[config.mk]
export PLATFORM = sky130hd
export DESIGN_NAME = tap_ir_dr
export DESIGN_NICKNAME = d
export VERILOG_FILES = /design/src/rtl/tap_ir_dr.sv
export SDC_FILE = /design/constraint.sdc
export NUM_CORES = 1
export LEC_CHECK = 0
export CAP_MARGIN = 25
export CORE_ASPECT_RATIO = 1.5
export CORE_MARGIN = 10
export CORE_UTILIZATION = 60
export DETAILED_ROUTE_END_ITERATION = 8
export GPL_TIMING_DRIVEN = 0
export HOLD_SLACK_MARGIN = 0.03
export PLACE_DENSITY = 0.84
export SLEW_MARGIN = 20
export SYNTH_ARGS = -nofsm -noshare
export SYNTH_HDL_FRONTEND = slang
export SYNTH_SLANG_ARGS = --single-unit
[constraint.sdc]
create_clock -name i_tck -period 6.5 [get_ports i_tck]
set_input_delay 0.65 -clock i_tck [delete_from_list [all_inputs] [get_ports i_tck]]
set_output_delay 0.65 -clock i_tck [all_outputs]
set_load 0.01 [all_outputs]
[src/rtl/tap_ir_dr.sv]
// JTAG instruction/data register block that sits downstream of the TAP state machine.
// Latency: registers update on posedge TCK; TDO/TDO_EN update on the following negedge.
// Backpressure: none; the block follows STATE_IN every TCK cycle, and unknown states hold all registers.
module tap_ir_dr #(
  parameter int          IR_WIDTH   = 4,
  parameter int          USER_WIDTH = 8,
  parameter logic [31:0] IDCODE_VAL = 32'h1000_0001
) (
  input  logic                  i_tck,
  input  logic                  i_trst,
  input  logic [3:0]            i_state_in,
  input  logic                  i_tdi,
  output logic                  o_tdo,
  output logic                  o_tdo_en,
  output logic [IR_WIDTH-1:0]   o_ir_out,
  input  logic [USER_WIDTH-1:0] i_user_in,
  output logic [USER_WIDTH-1:0] o_user_out,
  output logic                  o_user_update
);

  // TAP controller state encodings
  localparam logic [3:0] ST_TLR    = 4'hF;
  localparam logic [3:0] ST_CAP_DR = 4'h6;
  localparam logic [3:0] ST_SH_DR  = 4'h2;
  localparam logic [3:0] ST_UPD_DR = 4'h5;
  localparam logic [3:0] ST_CAP_IR = 4'hE;
  localparam logic [3:0] ST_SH_IR  = 4'hA;
  localparam logic [3:0] ST_UPD_IR = 4'hD;

  // Instruction opcodes; anything not listed falls back to BYPASS
  localparam logic [IR_WIDTH-1:0] OP_IDCODE  = IR_WIDTH'(1);
  localparam logic [IR_WIDTH-1:0] OP_USER    = IR_WIDTH'(2);
  localparam logic [IR_WIDTH-1:0] IR_CAPTURE = IR_WIDTH'(1);

  logic [IR_WIDTH-1:0]   r_ir_sh;
  logic [IR_WIDTH-1:0]   r_ir;
  logic [31:0]           r_id_sh;
  logic [USER_WIDTH-1:0] r_user_sh;
  logic [USER_WIDTH-1:0] r_user_out;
  logic                  r_user_update;
  logic                  r_bypass;
  logic                  r_tdo;
  logic                  r_tdo_en;

  logic w_sel_idcode;
  logic w_sel_user;
  logic w_dr_lsb;

  assign w_sel_idcode = (r_ir == OP_IDCODE);
  assign w_sel_user   = (r_ir == OP_USER);

  // Serial output of whichever DR the current instruction selects (EXTEST/unknown use bypass)
  always_comb begin
    w_dr_lsb = r_bypass;
    if (w_sel_idcode)    w_dr_lsb = r_id_sh[0];
    else if (w_sel_user) w_dr_lsb = r_user_sh[0];
  end

  // Instruction register: capture, LSB-first shift, update; TLR forces IDCODE
  always_ff @(posedge i_tck or posedge i_trst) begin
    if (i_trst) begin
      r_ir_sh <= '0;
      r_ir    <= OP_IDCODE;
    end else begin
      case (i_state_in)
        ST_TLR:    r_ir    <= OP_IDCODE;
        ST_CAP_IR: r_ir_sh <= IR_CAPTURE;
        ST_SH_IR:  r_ir_sh <= {i_tdi, r_ir_sh[IR_WIDTH-1:1]};
        ST_UPD_IR: r_ir    <= r_ir_sh;
        default:   ;
      endcase
    end
  end

  // Data registers: only the selected DR captures or shifts; the others hold
  always_ff @(posedge i_tck or posedge i_trst) begin
    if (i_trst) begin
      r_id_sh   <= '0;
      r_user_sh <= '0;
      r_bypass  <= 1'b0;
    end else begin
      case (i_state_in)
        ST_CAP_DR: begin
          if (w_sel_idcode)    r_id_sh   <= IDCODE_VAL;
          else if (w_sel_user) r_user_sh <= i_user_in;
          else                 r_bypass  <= 1'b0;
        end
        ST_SH_DR: begin
          if (w_sel_idcode)    r_id_sh   <= {i_tdi, r_id_sh[31:1]};
          else if (w_sel_user) r_user_sh <= {i_tdi, r_user_sh[USER_WIDTH-1:1]};
          else                 r_bypass  <= i_tdi;
        end
        default: ;
      endcase
    end
  end

  // USER parallel output and its one-cycle update strobe
  always_ff @(posedge i_tck or posedge i_trst) begin
    if (i_trst) begin
      r_user_out    <= '0;
      r_user_update <= 1'b0;
    end else begin
      r_user_update <= 1'b0;
      if (i_state_in == ST_UPD_DR && w_sel_user) begin
        r_user_out    <= r_user_sh;
        r_user_update <= 1'b1;
      end
    end
  end

  // Pin-side output: launched on negedge so TDO is stable at the next posedge
  always_ff @(negedge i_tck or posedge i_trst) begin
    if (i_trst) begin
      r_tdo    <= 1'b0;
      r_tdo_en <= 1'b0;
    end else begin
      r_tdo_en <= (i_state_in == ST_SH_IR) || (i_state_in == ST_SH_DR);
      if (i_state_in == ST_SH_IR)      r_tdo <= r_ir_sh[0];
      else if (i_state_in == ST_SH_DR) r_tdo <= w_dr_lsb;
    end
  end

  assign o_tdo         = r_tdo;
  assign o_tdo_en      = r_tdo_en;
  assign o_ir_out      = r_ir;
  assign o_user_out    = r_user_out;
  assign o_user_update = r_user_update;

endmodule

==> Word-level counts from Yosys, hierarchy flattened <==
Index checks and enable logic that the tools add are counted.
{ "op_classes": {"n_addsub": 0, "mul": 0, "div": 0, "magnitude_cmp": 0, "n_eq_ne": 17, "shifts": 0, "mux": 20, "bitwise_logic": 0, "n_reduce_logical": 9} }
{ "op_table": {"columns": ["op", "count"], "rows": [
  ["two-way mux 32 bit", 2],
  ["one-hot mux 32 bit (2 select lines)", 1],
  ["two-way mux 8 bit", 4],
  ["== test 4 bit, second input constant", 4],
  ["inequality test 2 bit, second input constant", 8],
  ["one-hot mux 4 bit (2 select lines)", 2],
  ["one-hot mux 8 bit (2 select lines)", 1],
  ["AND reduction 5 bit", 2],
  ["two-way mux 1 bit", 9],
  ["== test 4 x 2 -> 1 bit, second input constant", 2],
  ["== test 4 x 3 -> 1 bit, second input constant", 2],
  ["nonzero test 2 bit", 4],
  ["== test 4 x 1 -> 1 bit, second input constant", 1],
  ["AND reduction 3 bit", 1],
  ["one-hot mux 1 bit (2 select lines)", 1],
  ["logical AND 1 bit", 1],
  ["logical OR 1 bit", 1]
]} }
{ "totals": {"regBits": 60, "latchBits": 0, "ram_bits": 0, "romBits": 0, "in_bits": 15, "output_inout_bits": 15, "mem_count": 0} }

==> Longest topological paths before layout <==
Gate-level depths: netlist (run 1).
{ "depth": {"word_depth": 5, "ltp_mapped": 5, "mapped_depth_nobuf": 3} }

==> summary.txt, run 1 <==
PostCTS Resize Cnt = 0
post-detail-place hpwl = 3290 um
cell family contributing the most delay on the critical path = simple AND/OR/NAND/NOR gates
synth warn = 0
n_diodes = 0
Total GRT Usage = 0.133
Root Driver = clkbuf_8
Worst Setup SP = i_state_in[3]
CTS HTree Levels = 3
Gate Count Post-Synth = 217
CTS tree = built
skew final = 0.0108 ns
Worst setup EP type = flop
Bufs and invs on worst path = 1
worst stage delay on the critical path = 0.91 ns
Synthesized Nets = 232
stages on the worst setup path = 4
most frequent cells in the layout = 57 x dfrtp_1, 28 x nor2b_1, 28 x mux2_4, 26 x clkdlybuf4s50_1, 11 x mux2_2
Die Y = 104 um
Cell Pwr Density = 249 nW/um^2
CORE AREA = 4540 um^2
startpoint types = primary input
max-cap violations = 0
clk sinks = 60
Leakage = 0.00172 uW
most common cell after layout, fill and taps aside = dfrtp_1
slowest cell on the critical path = nor4b_2
Synth cell types = 34
hold path startpoint = o_user_out[6]
Main synth FF type = dfrtp_1
input/output buffers = 26
Vias/cell = 5.21
row count = 30
post-synthesis cell area = 2810 um^2
crit-path cells = clkdlybuf4s50_1, nor4b_2, o221ai_1, o22ai_1
Crit Path Max Fanout = 10
#FFs+latches synth = 60
Clock transition at path regs = 0.06 ns
io pins = 30
VDD IR max = 0.000187 V
gpl congestion = 0.777
# DRC = 0
async set or reset register ratio after synthesis = 1.00
Total Wirelength = 4970 um
Slew @ Worst Pin = 0.963 ns
fraction of layout cells with a size suffix above 1 = 0.254
reg-to-reg startpoint = o_ir_out[0]
initial antenna violation count = 0
clk buf depth = 2
die area = 7880 um^2
worst hold stages = 1
final worst slack = 0.944 ns
post-CTS setup repair buffer count = 0
dpl ws = 0.610 ns
Worst EP required = 3.59 ns
CP Class = in -> reg
outcome = complete, no violations
Die W = 75.9 um
mean post-synth cell area = 13.0 um^2
largest net degree at the start of global routing = 61
Final Hold Fails = 0
vias in the first global route = 1799
critical path arrival = 2.65 ns
wire per inst = 15.3 um
RSZ-0062 raised after global routing = no
Post-DRT Antenna Nets = 0
First-pass DRT Iterations = 4
Initial Utilization = 0.619
r2r worst-path depth = 3
number of enable flip-flop cells after synthesis = 0
register area share after synthesis = 0.534
first-pass GRT wire length = 8490 um
Setup-failing EPs final = 0
Hold/Removal Path Class = reg -> reg
Sum Neg Setup Slack = 0 ns
latest clock arrival within the worst-skew pair = 0.34 ns
final total power = 841 uW
total grt overflow = 0
worst slew margin relative to its limit = 0.356
vias post-DR = 1688
Layout Nets = 270
layout overhead on the synthesized area = 20.1%
number of CTS-inserted buffers = 9
Slew Limit Fails = 0
Hold Buf Count CTS = 0
DRT iter0 DRCs = 88
Hold WS = 0.501 ns
## state kept, by name, summed over array words and instances, names as in the netlist
register and flops:
o_tdo_en 1, o_tdo 1, r_user_sh 8, r_bypass 1
o_user_out 8, o_ir_out 4, o_user_update 1, r_ir_sh 4
r_id_sh 32
## power breakdown
| part | leakage [uW] | switching (uW) | internal, uW |
|---|---|---|---|
| Sequential | 0.000784 | 16.8 | 399 |
| Clock | 0.0000991 | 142 | 185 |
| Combinational | 0.000833 | 43.8 | 53.5 |
## synth_stat cells (all sizes together), types with 2 or more instances
cell    instances  share of area
dfrtp          57           0.51
buf             6          0.031
or4b            3          0.011
o21ai           8          0.014
clkbuf          5         0.0067
a21oi           2         0.0036
nand2           9          0.012
nor2b          28          0.062
nor3b           2         0.0053
nand2b          6          0.013
nor4b           2         0.0085
nor2            7         0.0093
mux2i          10          0.036
inv            11          0.015
dfrtn           2          0.018
mux2           39           0.19
o22ai           8          0.018
## layer usage
| metal | GRT usage | routed length (um) | vias up |
|---|---|---|---|
| met1 | 0.144 | 2160 | 840 |
| met4 | 0.0693 | 95 | 0 |
| li1 | - | - | 816 |
| met5 | 0 | 0 | - |
| met2 | 0.217 | 2460 | 24 |
| met3 | 0.0528 | 253 | 8 |
## metrics by stage
stage                     std cells   util  cell area, um^2
after floorplan                 217      -             2810
after global placement          307  0.694             3150
after CTS                       324  0.744             3380
after detailed placement        308  0.701             3180
final                           324  0.744             3380
after global routing            324  0.744             3380
## worst paths after layout
| path | to | slack, ns |
|---|---|---|
| max | o_tdo | 0.94 |
| min | o_user_out[6] | 0.50 |
| max reg2reg | o_tdo | 1.68 |
| min reg2reg | o_user_out[6] | 0.50 |
| max in group asynchronous | o_tdo_en | 2.35 |
| min in group asynchronous | r_id_sh[31] | 0.72 |
## final cells by class
type | count | area [um^2]
plain buffers | 11 | 105
inverters | 11 | 43.8
flip-flops and latches | 60 | 1500
fillers | 300 | 1160
repair buffers | 27 | 288
clock buffers | 11 | 141
clock inverters | 5 | 52.6
multi-input cells | 135 | 1160
well taps | 64 | 80.1
## cell families after synthesis
kind of cell,count (synthesis),share of synthesized area
mux,49,0.229
compound gates,23,0.0489
xor+xnor,1,0.00311
buf+inv,22,0.0520
flops,60,0.534
simple gates,62,0.133
Note: power is estimated with default switching activity, not from simulation.
==> run 2, diff against run 1 <==
--- a/config.mk
+++ b/config.mk
@@ -7,12 +7,12 @@
 export LEC_CHECK = 0
 export CAP_MARGIN = 25
 export CORE_ASPECT_RATIO = 1.5
-export CORE_MARGIN = 10
+export CORE_MARGIN = 3
 export CORE_UTILIZATION = 60
 export DETAILED_ROUTE_END_ITERATION = 8
 export GPL_TIMING_DRIVEN = 0
 export HOLD_SLACK_MARGIN = 0.03
-export PLACE_DENSITY = 0.84
+export PLACE_DENSITY_LB_ADDON = 0.25
 export SLEW_MARGIN = 20
 export SYNTH_ARGS = -nofsm -noshare
 export SYNTH_HDL_FRONTEND = slang
==> summary.txt, run 2 (synthesis results as in run 1) <==
# DRC = 0
input/output buffers = 26
post-detail-place hpwl = 3190 um
DRT iter0 DRCs = 84
hold path endpoint = r_id_sh[16]
largest net degree at the start of global routing = 40
initial antenna violation count = 0
Gate power share = 0.121
wire per inst = 14.8 um
reg-to-reg startpoint = o_ir_out[3]
layout overhead on the synthesized area = 18.6%
Hold/Removal Path Class = reg -> reg
CTS tree = built
total grt overflow = 0
clk sinks = 60
io pins = 30
Hold WS = 0.499 ns
Initial Utilization = 0.641
Sum Neg Setup Slack = 0 ns
Setup-failing EPs final = 0
Clk pwr share = 0.355
Root Driver = clkbuf_8
slowest cell on the critical path = nor4b_2
Clock transition at path regs = 0.06 ns
Reg with most FFs = r_id_sh
Crit Path Max Fanout = 10
PostCTS Resize Cnt = 0
row count = 29
Post-Place Cell Area = 3170 um^2
hold path startpoint = r_id_sh[16]
worst slew margin relative to its limit = 0.362
Highest Signal Layer = met4
sw power = 195 uW
Vias/cell = 5.35
fraction of layout cells with a size suffix above 1 = 0.246
n_diodes = 0
Die W = 61.9 um
max-cap violations = 0
switch share = 0.246
Post-DRT Antenna Nets = 0
startpoint types = primary input
Leakage = 0.00170 uW
Slew Limit Fails = 0
CORE AREA = 4390 um^2
clk buf depth = 2
Total Wirelength = 4760 um
crit-path cells = clkdlybuf4s50_1, nor4b_2, o221ai_1, o22ai_1
met3 WL post-DR = 122 um
vias post-DR = 1722
die area = 5560 um^2
worst stage delay on the critical path = 0.89 ns
worst hold stages = 1
vias in the first global route = 1773
final total power = 795 uW
number of CTS-inserted buffers = 9
Layout Nets = 270
post-CTS setup repair buffer count = 0
gpl congestion = 0.749
most common cell after layout, fill and taps aside = dfrtp_1
Final Hold Fails = 0
Worst setup EP type = flop
VDD IR max = 0.000171 V
CP Class = in -> reg
r2r worst-path depth = 3
Worst EP required = 3.58 ns
latest clock arrival within the worst-skew pair = 0.33 ns
RR Endpoint = o_tdo
met1 wire length = 2100 um
setup slack, reg-to-reg = 1.68 ns
Hold Buf Count CTS = 0
Seq pwr share = 0.524
Int Pwr = 599 uW
Slew @ Worst Pin = 0.954 ns
critical path arrival = 2.60 ns
outcome = complete, no violations
first-pass GRT wire length = 8160 um
skew final = 0.00874 ns
First-pass DRT Iterations = 4
post-route cell area = 3340 um^2
Die Y = 89.9 um
Total GRT Usage = 0.195
CTS HTree Levels = 3
RSZ-0062 raised after global routing = no
met2 WL post-DR = 2450 um
max reg flops = 32
most frequent cells in the layout = 57 x dfrtp_1, 28 x nor2b_1, 28 x mux2_4, 26 x clkdlybuf4s50_1, 11 x mux2_2
Cell Pwr Density = 238 nW/um^2
run 2: worst max path at each step:
stage	from	end	cells after the start
after detailed placement	i_state_in[3]	o_tdo	4
after CTS	i_state_in[3]	o_tdo	4
final	i_state_in[3]	o_tdo	4
after global routing	i_state_in[3]	o_tdo	4
after floorplan	i_trst	o_tdo	1
after global placement	i_trst	o_tdo	2
run 2: layout make-up:
type / instances / area (um^2)
Tap cell: 62 / 77.6
Clock inverter: 3 / 15.0
Multi-Input combinational cell: 135 / 1160
Sequential cell: 60 / 1500
Inverter: 11 / 43.8
Clock buffer: 13 / 149
Buffer: 11 / 105
Timing Repair Buffer: 27 / 280
Fill cell: 304 / 1050
run 2: metrics by stage:
step	cells	util	worst slack, ns
2_1_floorplan	217	-	1.22
3_3_place_gp	305	0.718	0.189
3_5_place_dp	306	0.723	0.660
4_1_cts	322	0.760	1.01
5_1_grt	322	0.760	0.821
6_report	322	0.760	0.984
run 2: power by group through the flow:
stage	Clock, uW	Sequential [uW]	Combinational [uW]
after global placement	0	422	93.3
after detailed placement	0	423	96.6
after CTS	288	416	97.6
after floorplan	0	421	61.3
after global routing	308	421	106
final	282	417	95.8
run 2: routing by layer:
metal | up-vias | GRT usage
met5 | - | 0
met4 | 0 | 0.0920
met3 | 9 | 0.0401
met2 | 27 | 0.300
met1 | 867 | 0.255
li1 | 819 | -
run 2: worst max-delay path: cells and delay by family:
family | cells | cell delay [ns]
compound gates | 2 | 0.51
buf+inv | 1 | 0.54
simple gates | 1 | 0.89
==> run 3, diff against run 2 <==
--- a/config.mk
+++ b/config.mk
@@ -8,7 +8,7 @@
 export CAP_MARGIN = 25
 export CORE_ASPECT_RATIO = 1.5
 export CORE_MARGIN = 3
-export CORE_UTILIZATION = 60
+export CORE_UTILIZATION = 50
 export DETAILED_ROUTE_END_ITERATION = 8
 export GPL_TIMING_DRIVEN = 0
 export HOLD_SLACK_MARGIN = 0.03
==> constraint.sdc (replaced) <==
create_clock -name i_tck -period 4.58 [get_ports i_tck]
set_input_delay 0.458 -clock i_tck [delete_from_list [all_inputs] [get_ports i_tck]]
set_output_delay 0.458 -clock i_tck [all_outputs]
set_load 0.01 [all_outputs]
==> summary.txt, run 3 (synthesis results as in run 1) <==
RR Endpoint = o_tdo
RSZ-0062 raised after global routing = no
number of CTS-inserted buffers = 9
Hold Buf Count CTS = 0
Slew Limit Fails = 0
Sum Neg Setup Slack = 0 ns
VDD IR max = 0.000256 V
worst slew margin relative to its limit = 0.378
row count = 32
fraction of layout cells with a size suffix above 1 = 0.258
First-pass DRT Iterations = 4
Total Wirelength = 4740 um
Slew @ Worst Pin = 0.930 ns
CTS tree = built
CORE AREA = 5290 um^2
layout overhead on the synthesized area = 21.1%
Leakage = 0.00172 uW
Cell Pwr Density = 369 nW/um^2
Clock transition at path regs = 0.07 ns
outcome = complete, no violations
critical path arrival = 2.44 ns
Gate power share = 0.109
die area = 6580 um^2
r2r worst-path depth = 3
worst stage delay on the critical path = 0.88 ns
most frequent cells in the layout = 57 x dfrtp_1, 28 x nor2b_1, 28 x mux2_4, 26 x clkdlybuf4s50_1, 11 x mux2_2
Vias/cell = 5.21
initial antenna violation count = 0
DRT iter0 DRCs = 63
sw power = 295 uW
most common cell after layout, fill and taps aside = dfrtp_1
clk sinks = 60
input/output buffers = 26
max-cap violations = 0
Worst setup EP type = flop
io pins = 30
Reg with most FFs = r_id_sh
Layout Nets = 270
n_diodes = 0
Seq pwr share = 0.470
Hold/Removal Path Class = in -> async
gpl congestion = 0.766
final total power = 1260 uW
Worst EP required = 2.62 ns
switch share = 0.235
Die Y = 97.9 um
vias post-DR = 1710
PostCTS Resize Cnt = 0
latest clock arrival within the worst-skew pair = 0.33 ns
setup slack, reg-to-reg = 0.71 ns
slowest cell on the critical path = nor4b_2
# DRC = 0
Hold WS = 0.426 ns
crit-path cells = clkdlybuf4s50_1, nor4b_2, o221ai_1, o22ai_1
wire per inst = 14.4 um
Root Driver = clkbuf_8
Setup-failing EPs final = 0
startpoint types = primary input
clk buf depth = 2
total grt overflow = 0
Final Hold Fails = 0
post-detail-place hpwl = 3270 um
post-CTS setup repair buffer count = 0
largest net degree at the start of global routing = 40
reg-to-reg startpoint = o_ir_out[0]
Initial Utilization = 0.532
CTS HTree Levels = 3
Total GRT Usage = 0.162
skew final = 0.0106 ns
vias in the first global route = 1853
Crit Path Max Fanout = 10
# fillers = 436
max reg flops = 32
Int Pwr = 961 uW
first-pass GRT wire length = 8300 um
Die W = 67.2 um
Clk pwr share = 0.421
Post-DRT Antenna Nets = 0
CP Class = in -> reg
## run 3: per-stage QoR
stage,cells,util,area [um^2],setup WS (ns)
finish,328,0.644,3410,0.180
CTS,328,0.644,3410,0.179
global placement,311,0.598,3160,-0.606
detailed placement,312,0.602,3180,-0.162
floorplan,217,-,2810,0.453
global route,328,0.644,3410,0.0972
## run 3: cell type report
type                            count  area (um^2)  share of cell area
Tap cell                           68         85.1              0.0250
Timing Repair Buffer               27          280              0.0823
Inverter                           11         43.8              0.0129
Clock inverter                      6         87.6              0.0257
Buffer                             11          105              0.0309
Clock buffer                       10          138              0.0404
Multi-Input combinational cell    135         1160               0.342
Sequential cell                    60         1500               0.441
## run 3: routing by layer
metal	routed length, um	vias to the layer above	track usage
met1	2110	856	0.207
met3	120	10	0.0414
met4	72	0	0.0516
met5	0	-	0
met2	2440	25	0.266
li1	-	819	-
## run 3: how the worst max path moves through the flow
| stage | start | to | slack (ns) | depth (start not counted) |
|---|---|---|---|---|
| 2_1_floorplan | i_trst | o_tdo | 0.45 | 1 |
| 3_3_place_gp | i_trst | o_tdo | -0.61 | 2 |
| 3_5_place_dp | i_state_in[3] | o_tdo | -0.16 | 4 |
| 4_1_cts | i_state_in[3] | o_tdo | 0.18 | 4 |
| 5_1_grt | i_state_in[3] | o_tdo | 0.1 | 4 |
| 6_report | i_state_in[3] | o_tdo | 0.18 | 4 |
## run 3: critical path, delay by kind of cell
kind,cells,cell delay [ns]
AOI/OAI and AO/OA,2,0.54
buffers and inverters,1,0.55
and+or+nand+nor,1,0.88
## run 3: power by group through the flow
stage	sequential (uW)	clock [uW]	combinational, uW
global route	597	560	150
global placement	600	0	133
finish	591	529	137
detailed placement	600	0	139
CTS	592	540	139
floorplan	598	0	87.0
